<file path="config.mk">
export PLATFORM = sky130hd
export DESIGN_NAME = reg_enable_sequencer
export DESIGN_NICKNAME = d
export VERILOG_FILES = /design/src/rtl/reg_enable_sequencer.sv
export SDC_FILE = /design/constraint.sdc
export NUM_CORES = 1
export LEC_CHECK = 0
export ABC_AREA = 1
export CORE_AREA = 5 5 115 117
export CTS_CLUSTER_SIZE = 28
export DETAILED_ROUTE_END_ITERATION = 8
export DIE_AREA = 0 0 120 122
export MAX_ROUTING_LAYER = met4
export PLACE_DENSITY = 0.63
export SKIP_LAST_GASP = 1
export SLEW_MARGIN = 20
export SYNTH_ARGS = -nofsm -noshare
export SYNTH_HDL_FRONTEND = slang
export SYNTH_SLANG_ARGS = --single-unit
export TNS_END_PERCENT = 10
</file>
<file path="constraint.sdc">
create_clock -name clk -period 1.9 [get_ports clk]
set_input_delay 0.38 -clock clk [delete_from_list [all_inputs] [get_ports clk]]
set_output_delay 0.38 -clock clk [all_outputs]
set_load 0.02 [all_outputs]
</file>
<file path="src/rtl/reg_enable_sequencer.sv">
// Purpose: walks a run of register indices and drives one-hot Rout/Rin enables, one register at a time.
// Latency: enables start the cycle after acceptance, each held HOLD cycles; done follows the last one.
// Backpressure: req_ready is high only in IDLE; abort cancels an active walk without a done pulse.
module reg_enable_sequencer #(
  parameter int N_REGS = 32,
  parameter int SEL_W  = 5,
  parameter int HOLD   = 1
) (
  input  logic              clk,
  input  logic              reset_n,
  input  logic              req_valid,
  output logic              req_ready,
  input  logic [SEL_W-1:0]  req_sel,
  input  logic [SEL_W-1:0]  req_cnt,
  input  logic              req_dir,
  input  logic              abort,
  output logic [N_REGS-1:0] en_out,
  output logic [N_REGS-1:0] en_in,
  output logic [SEL_W-1:0]  cur_sel,
  output logic              busy,
  output logic              done
);

  // Hold counter only ever needs to reach HOLD-1 <= 15.
  localparam int HOLD_W = 4;
  localparam logic [HOLD_W-1:0] HOLD_LAST = HOLD_W'(HOLD - 1);
  localparam logic [SEL_W-1:0]  SEL_LAST  = SEL_W'(N_REGS - 1);

  if (HOLD < 1 || HOLD > 16) begin : g_bad_hold
    $error("reg_enable_sequencer: HOLD must be within 1..16");
  end

  if ((1 << SEL_W) < N_REGS) begin : g_bad_sel_w
    $error("reg_enable_sequencer: SEL_W too narrow for N_REGS");
  end

  typedef enum logic [1:0] {
    S_IDLE  = 2'd0,
    S_DRIVE = 2'd1,
    S_DONE  = 2'd2
  } state_t;

  state_t              state;
  logic [SEL_W-1:0]    remaining;
  logic [HOLD_W-1:0]   hold_cnt;
  logic                dir;
  logic [SEL_W-1:0]    next_sel;

  function automatic logic [N_REGS-1:0] onehot(input logic [SEL_W-1:0] idx);
    logic [N_REGS-1:0] v;
    v      = '0;
    v[idx] = 1'b1;
    return v;
  endfunction

  // Next index in the walk; the top register wraps back to index 0.
  always_comb begin
    next_sel = (cur_sel == SEL_LAST) ? '0 : cur_sel + 1'b1;
  end

  // Sequencer FSM; every output is a register so enables are glitch-free at the register file.
  always_ff @(posedge clk or negedge reset_n) begin
    if (!reset_n) begin
      state     <= S_IDLE;
      cur_sel   <= '0;
      remaining <= '0;
      hold_cnt  <= '0;
      dir       <= 1'b0;
      en_out    <= '0;
      en_in     <= '0;
      busy      <= 1'b0;
      done      <= 1'b0;
      req_ready <= 1'b1;
    end else begin
      case (state)
        S_IDLE: begin
          done <= 1'b0;
          if (req_valid) begin
            cur_sel   <= req_sel;
            remaining <= req_cnt;
            dir       <= req_dir;
            hold_cnt  <= '0;
            en_out    <= req_dir ? '0 : onehot(req_sel);
            en_in     <= req_dir ? onehot(req_sel) : '0;
            busy      <= 1'b1;
            req_ready <= 1'b0;
            state     <= S_DRIVE;
          end
        end

        S_DRIVE: begin
          if (abort) begin
            // Cancel wins over hold expiry and advancing; no done pulse.
            en_out    <= '0;
            en_in     <= '0;
            busy      <= 1'b0;
            req_ready <= 1'b1;
            hold_cnt  <= '0;
            state     <= S_IDLE;
          end else if (hold_cnt == HOLD_LAST) begin
            if (remaining == '0) begin
              en_out   <= '0;
              en_in    <= '0;
              busy     <= 1'b0;
              done     <= 1'b1;
              hold_cnt <= '0;
              state    <= S_DONE;
            end else begin
              // Move straight to the next register, no idle gap.
              cur_sel   <= next_sel;
              remaining <= remaining - 1'b1;
              hold_cnt  <= '0;
              en_out    <= dir ? '0 : onehot(next_sel);
              en_in     <= dir ? onehot(next_sel) : '0;
            end
          end else begin
            hold_cnt <= hold_cnt + 1'b1;
          end
        end

        S_DONE: begin
          done      <= 1'b0;
          req_ready <= 1'b1;
          state     <= S_IDLE;
        end

        default: begin
          en_out    <= '0;
          en_in     <= '0;
          busy      <= 1'b0;
          done      <= 1'b0;
          req_ready <= 1'b1;
          state     <= S_IDLE;
        end
      endcase
    end
  end

endmodule

</file>
# --- Word level (Yosys, flattened, before mapping) ---
# Cells that the tools add are included.
classes:
  n_addsub: 3
  order_cmp: 4
  eq_ne: 11
  mux: 50
  bitwise: 1
  reduce_logical: 14
op_table:
  columns: ["cell", "count"]
  rows:
  - ["2-to-1 mux 32 bit", 12]
  - ["one-hot mux 32 bit (3 select lines)", 2]
  - ["2-to-1 mux 5 bit", 9]
  - ["one-hot mux 5 bit (2 select lines)", 2]
  - ["less-than comparator 5 x 6 -> 1 bit, second input constant", 2]
  - ["2-to-1 mux 1 bit", 12]
  - ["2-to-1 mux 4 bit", 3]
  - ["!= test 2 bit, second input constant", 6]
  - ["demux 1 bit (select 5 bit)", 2]
  - [">= comparator 5 x 1 -> 1 bit, second input constant", 2]
  - ["AND reduction 3 bit", 3]
  - ["2-to-1 mux 2 bit", 4]
  - ["one-hot mux 4 bit (2 select lines)", 1]
  - ["!= test 3 bit, second input constant", 2]
  - ["AND reduction 2 bit", 3]
  - ["adder 5 x 1 -> 5 bit, second input constant", 1]
  - ["== test 5 bit, second input constant", 1]
  - ["zero test 5 bit", 1]
  - ["AND reduction 5 bit", 1]
  - ["subtractor 5 x 1 -> 5 bit, second input constant", 1]
  - ["adder 4 x 1 -> 4 bit, second input constant", 1]
  - ["zero test 4 bit", 1]
  - ["one-hot mux 2 bit (2 select lines)", 1]
  - ["AND reduction 4 bit", 1]
  - ["8 further kinds", 9]
totals:
  register_bits: 84
  in_bits: 15
  output_inout_bits: 72
  wordCells: 93

# --- Longest topological paths before layout ---
# Gate-level depths: netlist (run 1).
logic_depth:
  word_depth: 11
  ltp_mapped: 13
  ltp_nobuf: 13

# --- Worst setup path before layout (run 1) ---
# OpenSTA, ideal clock, no wires.
synth_path:
  path_kind: "reg-to-reg"
  start: "register cur_sel[0]"
  end: "register en_in[31]"
  setup_ns: 0.065
  arrival_ns: 1.987
  required_time_ns: 1.835
  path_slack_ns: -0.152
  path_stages_with_launch: 12
  n_path_buf: 1
  period_less_slack_ns: 2.052
  path_cell_list: "dfrtp_1 -> ha_1 -> nand2_1 -> nor2_1 -> ha_1 -> clkbuf_1 -> nand4_1 -> nor2_2 -> nand3_1 -> nand2_1 -> nand2_1 -> nand2_1"
synth_between:
  elab_chain_len: 11
  word_cells_on_any_way: 13
  cone_classes: "1 x add/sub; 2 x order compare; 1 x eq/ne; 8 x mux; 1 x reduce/logical"
synth_rtl:
  columns: ["element", "line", "source"]
  rows:
  - ["start, declared", "19", "output logic [SEL_W-1:0] cur_sel,"]
  - ["start signal, assigned", "79", "cur_sel <= req_sel;"]
  - ["start signal, assigned", "110", "cur_sel <= next_sel;"]
  - ["adder 5 x 1 -> 5 bit / == test 5 bit (equally long branches)", "58", "next_sel = (cur_sel == SEL_LAST) ? '0 : cur_sel + 1'b1;"]
  - ["2-to-1 mux 5 bit *", "58", null]
  - ["less-than comparator 5 x 6 -> 1 bit (implied by the code) / >= comparator 5 x 1 -> 1 bit (equally long branches)", "52", "v[idx] = 1'b1;"]
  - ["logical AND 1 bit (implied by the code)", "52", null]
  - ["2-to-1 mux 1 bit (implied by the code)", "52", null]
  - ["demux 1 bit (select 5 bit) *", "52", null]
  - ["2-to-1 mux 32 bit *", "114", "en_in <= dir ? onehot(next_sel) : '0;"]
  - ["2-to-1 mux 32 bit *", "101", "if (remaining == '0) begin"]
  - ["2-to-1 mux 32 bit *", "100", "end else if (hold_cnt == HOLD_LAST) begin"]
  - ["2-to-1 mux 32 bit *", "92", "if (abort) begin"]
  - ["one-hot mux 32 bit (3 select lines) *", "75", "case (state)"]
  - ["end signal, assigned", "84", "en_in <= req_dir ? onehot(req_sel) : '0;"]
  - ["end signal, assigned", "114", null]
  - ["end, declared", "18", "output logic [N_REGS-1:0] en_in,"]
# Mark *: on every way between the ends. The rest lies on a longest branch, timed or not. The select of a mux whose other input is x is not followed.
# A chain may end at the register's enable or synchronous reset.

# --- Worst setup path in the final report (run 1) ---
layout_path:
  start: "register cur_sel[0]"
  end: "register en_out[16]"
layout_between:
  elab_chain_len: 11
  word_cells_on_any_way: 13
  cone_classes: "1 x add/sub; 2 x order compare; 1 x eq/ne; 8 x mux; 1 x reduce/logical"
layout_rtl:
  columns: ["element", "line", "source"]
  rows:
  - ["adder 5 x 1 -> 5 bit / == test 5 bit (equally long branches)", "58", null]
  - ["2-to-1 mux 5 bit *", "58", null]
  - ["less-than comparator 5 x 6 -> 1 bit (implied by the code) / >= comparator 5 x 1 -> 1 bit (equally long branches)", "52", null]
  - ["logical AND 1 bit (implied by the code)", "52", null]
  - ["2-to-1 mux 1 bit (implied by the code)", "52", null]
  - ["demux 1 bit (select 5 bit) *", "52", null]
  - ["2-to-1 mux 32 bit *", "113", "en_out <= dir ? '0 : onehot(next_sel);"]
  - ["2-to-1 mux 32 bit *", "101", null]
  - ["2-to-1 mux 32 bit *", "100", null]
  - ["2-to-1 mux 32 bit *", "92", null]
  - ["one-hot mux 32 bit (3 select lines) *", "75", null]
  - ["end signal, assigned", "83", "en_out <= req_dir ? '0 : onehot(req_sel);"]
  - ["end signal, assigned", "113", null]
  - ["end, declared", "17", "output logic [N_REGS-1:0] en_out,"]
# Marks and branches as above.

==> results.sh, run 1 <==
export IMPL_synthArstFlopShare_pct=100
export IMPL_synth_top_cell_by_area="dfrtp_1"
export IMPL_synth_avg_cell_area_um2=7.04
export IMPL_synth_nets=695
export IMPL_rr_endpoint="en_out[16]$_DFFE_PN0P_"
export IMPL_grt_start_max_net_pins=65
export IMPL_place_area_mm2=0.00610
export IMPL_setup_viol=5
export IMPL_finalHoldViolCount=0
export IMPL_core_mm2=0.0123
export IMPL_synth_top_area_share_pct=43.8
export IMPL_r2r_start="cur_sel[0]$_DFFE_PN0P_"
export IMPL_cp_start_kind="register"
export IMPL_antenna_cells=0
export IMPL_p_comb_share_pct=55.0
export IMPL_nets=817
export IMPL_p_int_uw=5030
export IMPL_vias=4939
export IMPL_register_area_mm2=0.00211
export IMPL_r2r_slack_ns=-0.03
export IMPL_die_h_um=122
export IMPL_yosys_warnings=0
export IMPL_clock_latency_ns=0.34
export IMPL_dieArea_mm2=0.0146
export IMPL_cts_tree="built"
export IMPL_total_power_uw=8810
export IMPL_vias_per_cell=5.20
export IMPL_rsz0062_at_grt="yes"
export IMPL_critPathRequiredTime_ns=2.18
export IMPL_drive_gt1_share_pct=14.6
export IMPL_multi_input_area_mm2=0.00248
export IMPL_seqPwrFrac_pct=25.4
export IMPL_violations="setup timing"
export IMPL_track_usage_pct=20.4
export IMPL_drv_slew=0
export IMPL_ios=87
export IMPL_ys_seq_area_share_pct=44.3
export IMPL_switching_share_pct=43.0
export IMPL_fmax_mhz=517
export IMPL_port_buffers=86
export IMPL_netlist_top_cells_area="dfrtp_1, nand2_1, nand3_1"
export IMPL_tightest_slew_ns=0.465
export IMPL_dr_first_iter_drc_count=408
export IMPL_cpPeakStageDelay_ns=0.39
export IMPL_synth_edf_count=0
export IMPL_fin_ws_ns=-0.0344
export IMPL_drv_cap=0
export IMPL_clk_pin_slew_ns=0.06
export IMPL_synth_cell_types=34
export IMPL_routed_wl_mm=14.3
export IMPL_ys_seq_elements=84
export IMPL_gp_congestion=0.923
export IMPL_post_route_min_period_ns=1.93
export IMPL_area_delta_synth_final_pct=40.0
export IMPL_die_w_um=120
export IMPL_rows=41
export IMPL_critical_path_cell_chain="ha_4 -> nand2_4 -> nor2_4 -> ha_4 -> inv_6 -> buf_6 -> o21ai_1 -> nand4_1 -> o21ai_0 -> nand2_1 -> nand2_1"
export IMPL_skew_ns=0.00777
export IMPL_postLayoutCellArea_mm2=0.00665
export IMPL_switching_power_uw=3790
export IMPL_final_cell_mix="nand2_1, clkdlybuf4s50_1, dfrtp_1"
export IMPL_syn_area_mm2=0.00475
export IMPL_cp_slowest_cell="dfrtp_2"
export IMPL_p_clk_share_pct=19.7
export IMPL_wl_per_cell_um=15.0
export IMPL_postSynthCellCount=674
export IMPL_dr_pass1_iters=5
export IMPL_layout_commonest_cell="nand2_1"
export IMPL_dp_hpwl_mm=10.1
export IMPL_cts_root_buffer="clkbuf_16"
export IMPL_status="complete, but fails checks"
export IMPL_power_leakage_uw=0.00322
export IMPL_cts_buffer_depth=2
export IMPL_synth_ff_type="dfrtp_1"
export IMPL_period_share_pct=102
export IMPL_end_kind="register"
export IMPL_reg2regPathDepth=11
export IMPL_grt_antenna_before_repair=0
export IMPL_grt_pass1_vias=4694
export IMPL_ant_nets=0
export IMPL_hp_class="in2async"
export IMPL_arrival_ns=2.21
export IMPL_grt_pass1_wl_mm=23.2
export IMPL_max_slew_margin_rel_pct=69.0
export IMPL_crit_type="reg2reg"
export IMPL_drc=0
export IMPL_numCtsBuffers=9
export IMPL_htreeDepth=3
export IMPL_n_fill_cell=1170
export IMPL_ir_drop_uv=773
export IMPL_power_density_mw_per_mm2=1330
export IMPL_initial_core_util_pct=38.7
export IMPL_cp_max_fo=5
export IMPL_grt_overflow=0
export IMPL_cts_sinks=84
## worst max-delay path, delay by kind of cell (launching register included)
kind	cells	cell delay (ns)
AND/OR/NAND/NOR	5	0.56
AO/OA/AOI/OAI	2	0.44
flip-flops	1	0.39
adder cells (fa/ha/maj)	2	0.32
buffers and inverters	2	0.16
## power groups by stage
| stage | logic (µW) | registers [µW] | clock network (µW) |
|---|---|---|---|
| global placement | 4230 | 2230 | 0 |
| detailed placement | 4280 | 2240 | 0 |
| global route | 5220 | 2260 | 1840 |
| CTS | 4680 | 2230 | 1770 |
| finish | 4840 | 2240 | 1730 |
| floorplan | 2420 | 2420 | 0 |
## flip-flops by register name, indices dropped and copies added, names as in the netlist
register and cells:
busy 1, cur_sel 5, dir 1, done 1, en_in 32, en_out 32
hold_cnt 4, remaining 5, req_ready 1, state 2
## worst max-delay path by stage
| stage | start | slack, ns | end | cells after the start |
|---|---|---|---|---|
| 3_3_place_gp | cur_sel[0]$_DFFE_PN0P_ | -0.06 | en_out[5]$_DFFE_PN0P_ | 12 |
| 2_1_floorplan | cur_sel[0]$_DFFE_PN0P_ | 0.003 | en_in[10]$_DFFE_PN0P_ | 11 |
| 5_1_grt | cur_sel[0]$_DFFE_PN0P_ | -0.12 | en_in[1]$_DFFE_PN0P_ | 13 |
| 3_5_place_dp | cur_sel[0]$_DFFE_PN0P_ | -0.10 | en_in[8]$_DFFE_PN0P_ | 14 |
| 6_report | cur_sel[0]$_DFFE_PN0P_ | -0.03 | en_out[16]$_DFFE_PN0P_ | 11 |
| 4_1_cts | cur_sel[1]$_DFFE_PN0P_ | -0.03 | en_out[12]$_DFFE_PN0P_ | 13 |
## stage by stage
stage	setup slack, ns	hold slack (ns)	TNS [ns]	std cells	util, %
6_report	-0.0344	0.474	-0.0650	950	54.2
5_1_grt	-0.121	0.504	-4.16	950	54.2
4_1_cts	-0.0335	0.482	-0.123	949	53.6
3_5_place_dp	-0.102	0.279	-3.24	924	49.8
3_3_place_gp	-0.0646	0.280	-1.07	924	49.8
2_1_floorplan	0.00331	0.0844	0	674	-
## synth_stat cells, types with 3 or more instances
| cell | instances |
|---|---|
| nand2_1 | 324 |
| nor3_1 | 3 |
| nand4_1 | 21 |
| nor2_1 | 56 |
| inv_1 | 21 |
| nand3_1 | 46 |
| ha_1 | 6 |
| nor2_2 | 5 |
| a31oi_1 | 4 |
| dfrtp_1 | 83 |
| a21oi_1 | 5 |
| buf_2 | 9 |
| clkbuf_1 | 6 |
| o211ai_1 | 3 |
| buf_6 | 6 |
| inv_2 | 4 |
| o21ai_0 | 43 |
| buf_4 | 9 |
| nor2_4 | 3 |
## cells by family (layout without fill, tap and decap cells)
kind of cell / Yosys count / count (layout) / synth area share [%]
and+or+nand+nor: 464 / 464 / 40.5
DFF: 84 / 84 / 44.3
buffers and inverters: 60 / 186 / 6.75
AOI/OAI and AO/OA: 59 / 59 / 6.72
adders and majority gates: 6 / 6 / 1.58
xor gates and xnor gates: 1 / 1 / 0.185
## routing by layer
| layer | global-route usage, % | up-vias | share of wire, % |
|---|---|---|---|
| li1 | - | 2396 | - |
| met1 | 26.3 | 2337 | 45 |
| met2 | 33.1 | 179 | 47 |
| met3 | 3.11 | 27 | 6.5 |
| met4 | 6.80 | 0 | 1.9 |
| met5 | - | - | 0 |
## layout make-up
type | count | area share, %
multi-input combinational | 530 | 37.3
sequential | 84 | 31.7
timing repair buffer | 144 | 22.0
clock buffer | 13 | 3.77
tap | 150 | 2.82
inverter | 27 | 1.81
clock inverter | 2 | 0.527
## timing repair
action | CTS | global route
setup buffers | 9 | 1
resized for setup | 36 | 14
hold buffers | 1 | 0
hold endpoints to repair | 18 | 0
pin swaps | 17 | 15
cloned | 0 | 0
setup endpoints to repair | 48 | 66
Power figures use the tool's default switching activity.
==> run 2, diff against run 1 <==
--- a/config.mk
+++ b/config.mk
@@ -11,7 +11,7 @@
 export DETAILED_ROUTE_END_ITERATION = 8
 export DIE_AREA = 0 0 120 122
 export MAX_ROUTING_LAYER = met4
-export PLACE_DENSITY = 0.63
+export PLACE_DENSITY = 0.68
 export SKIP_LAST_GASP = 1
 export SLEW_MARGIN = 20
 export SYNTH_ARGS = -nofsm -noshare
==> run 2 against run 1 <==
  * The run still ends with setup timing left
  * Total power decreased by 0.17%
  * Worst setup slack improved by 0.0047 ns
  * Count of clock-buffer cells in the layout decreased by 1
  * Die area unchanged
  * Core utilization decreased by 0.10 points
  * Register-to-register slack about the same
  * Largest cell class unchanged
  * First-iteration DRC count increased by 4.2%
==> results.sh, run 2 (synthesis results as in run 1) <==
export IMPL_register_area_mm2=0.00211
export IMPL_instances_no_fill=952
export IMPL_cts_tree="built"
export IMPL_gp_congestion=0.907
export IMPL_layout_commonest_cell="nand2_1"
export IMPL_dp_hpwl_mm=10.4
export IMPL_hold_path_startpoint="en_in[28]$_DFFE_PN0P_"
export IMPL_place_area_mm2=0.00615
export IMPL_track_usage_pct=20.9
export IMPL_dr_first_iter_drc_count=425
export IMPL_hold_depth=2
export IMPL_critPathRequiredTime_ns=2.18
export IMPL_grt_pass1_wl_mm=23.7
export IMPL_power_leakage_uw=0.00323
export IMPL_grt_antenna_before_repair=0
export IMPL_drv_cap=0
export IMPL_max_slew_margin_rel_pct=66.5
export IMPL_tightest_slew_ns=0.499
export IMPL_largestRegisters="en_in: 32 flops, en_out: 32 flops"
export IMPL_grt_overflow=0
export IMPL_numCtsBuffers=9
export IMPL_rr_endpoint="en_in[9]$_DFFE_PN0P_"
export IMPL_hp_class="reg2reg"
export IMPL_wl_per_cell_um=15.1
export IMPL_core_mm2=0.0123
export IMPL_dp_slack_ns=-0.144
export IMPL_fin_ws_ns=-0.0297
export IMPL_clk_pin_slew_ns=0.06
export IMPL_r2r_slack_ns=-0.03
export IMPL_violations="setup timing"
export IMPL_final_cell_mix="nand2_1, clkdlybuf4s50_1, dfrtp_1"
export IMPL_cts_root_buffer="clkbuf_16"
export IMPL_area_delta_synth_final_pct=39.7
export IMPL_reg2regPathDepth=12
export IMPL_fmax_mhz=518
export IMPL_die_h_um=122
export IMPL_skew_ns=0.00820
export IMPL_vias_per_cell=5.14
export IMPL_end_kind="register"
export IMPL_antenna_cells=0
export IMPL_drv_slew=0
export IMPL_ios=87
export IMPL_grt_pass1_vias=4778
export IMPL_port_buffers=86
export IMPL_power_density_mw_per_mm2=1330
export IMPL_hold_path_endpoint="en_in[28]$_DFFE_PN0P_"
export IMPL_clock_latency_ns=0.34
export IMPL_multi_input_area_mm2=0.00246
export IMPL_nets=820
export IMPL_status="complete, but fails checks"
export IMPL_cp_max_fo=8
export IMPL_arrival_ns=2.21
export IMPL_vias=4896
export IMPL_dr_pass1_iters=5
export IMPL_r2r_start="cur_sel[1]$_DFFE_PN0P_"
export IMPL_routed_wl_mm=14.4
export IMPL_cts_sinks=84
export IMPL_ir_drop_uv=592
export IMPL_rsz0062_at_grt="yes"
export IMPL_setup_viol=17
export IMPL_cts_buffer_depth=2
export IMPL_period_share_pct=102
export IMPL_drc=0
export IMPL_fin_util_pct=54.1
export IMPL_post_route_min_period_ns=1.93
export IMPL_dieArea_mm2=0.0146
export IMPL_die_w_um=120
export IMPL_rows=41
export IMPL_htreeDepth=3
export IMPL_initial_core_util_pct=38.7
export IMPL_dp_cells=931
export IMPL_n_fill_cell=1139
export IMPL_ant_nets=0
export IMPL_cp_start_kind="register"
export IMPL_drive_gt1_share_pct=14.7
export IMPL_finalHoldViolCount=0
export IMPL_grt_start_max_net_pins=42
export IMPL_crit_type="reg2reg"
export IMPL_postLayoutCellArea_mm2=0.00663
export IMPL_fin_setup_tns_ns=-0.293
## run 2: cell count changes in the layout (fill, tap and decap cells not counted), sizes merged
cell / before / now
buf: 58 / 61
clkbuf: 13 / 12
## run 2: layer usage
metal  share of wire [%]  vias up  GRT usage (%)
li1                    -     2403              -
met4                 2.8        0           8.80
met2                  47      193           32.3
met3                 5.5       31           3.30
met1                  45     2269           27.4
met5                   0        -              -
## run 2: critical path, stage by stage (launching register included)
cell and delay (ns):
dfrtp_2 0.43, ha_4 0.17, nand2_4 0.07, nor2_4 0.04, ha_1 0.30, clkinv_2 0.06, nand4_1 0.11, buf_4 0.19
nor2_4 0.19, nand3_1 0.11, nand2_1 0.09, nand2_1 0.05, nand2_1 0.05
## run 2: repair_timing
action / CTS / global route
endpoints found under the setup margin: 47 / 66
pin swaps: 6 / 14
endpoints found under the hold margin: 10 / 0
buffers inserted: 2 / 4
gates resized for setup: 20 / 21
hold buffers: 1 / 0
## run 2: power breakdown
group          internal, µW  switching, µW  total [µW]
registers              2040            193        2230
logic                  1920           2900        4820
clock network          1070            667        1740
total                  5040           3760        8800
## run 2: layout make-up
type | instances | area share, %
tap | 150 | 2.83
clock buffer | 12 | 3.87
sequential | 84 | 31.7
clock inverter | 2 | 0.528
multi-input combinational | 530 | 37.1
inverter | 27 | 1.74
timing repair buffer | 147 | 22.2
## run 2: how the worst max path moves through the flow
| stage | slack, ns | endpoint | from | cells after the start |
|---|---|---|---|---|
| 6_report | -0.03 | en_in[9]$_DFFE_PN0P_ | cur_sel[1]$_DFFE_PN0P_ | 12 |
| 5_1_grt | -0.15 | en_in[28]$_DFFE_PN0P_ | cur_sel[1]$_DFFE_PN0P_ | 13 |
| 4_1_cts | -0.03 | en_out[20]$_DFFE_PN0P_ | cur_sel[0]$_DFFE_PN0P_ | 13 |
| 3_5_place_dp | -0.14 | en_out[7]$_DFFE_PN0P_ | cur_sel[0]$_DFFE_PN0P_ | 12 |
| 3_3_place_gp | -0.07 | en_out[16]$_DFFE_PN0P_ | cur_sel[0]$_DFFE_PN0P_ | 12 |
| 2_1_floorplan | 0.003 | en_in[10]$_DFFE_PN0P_ | cur_sel[0]$_DFFE_PN0P_ | 11 |
## run 2: per-stage QoR
step | power [µW] | hold slack, ns
final | 8800 | 0.472
after global routing | 9340 | 0.501
after CTS | 8600 | 0.480
after detailed placement | 6680 | 0.364
after global placement | 6600 | 0.352
after floorplan | 4850 | 0.0844
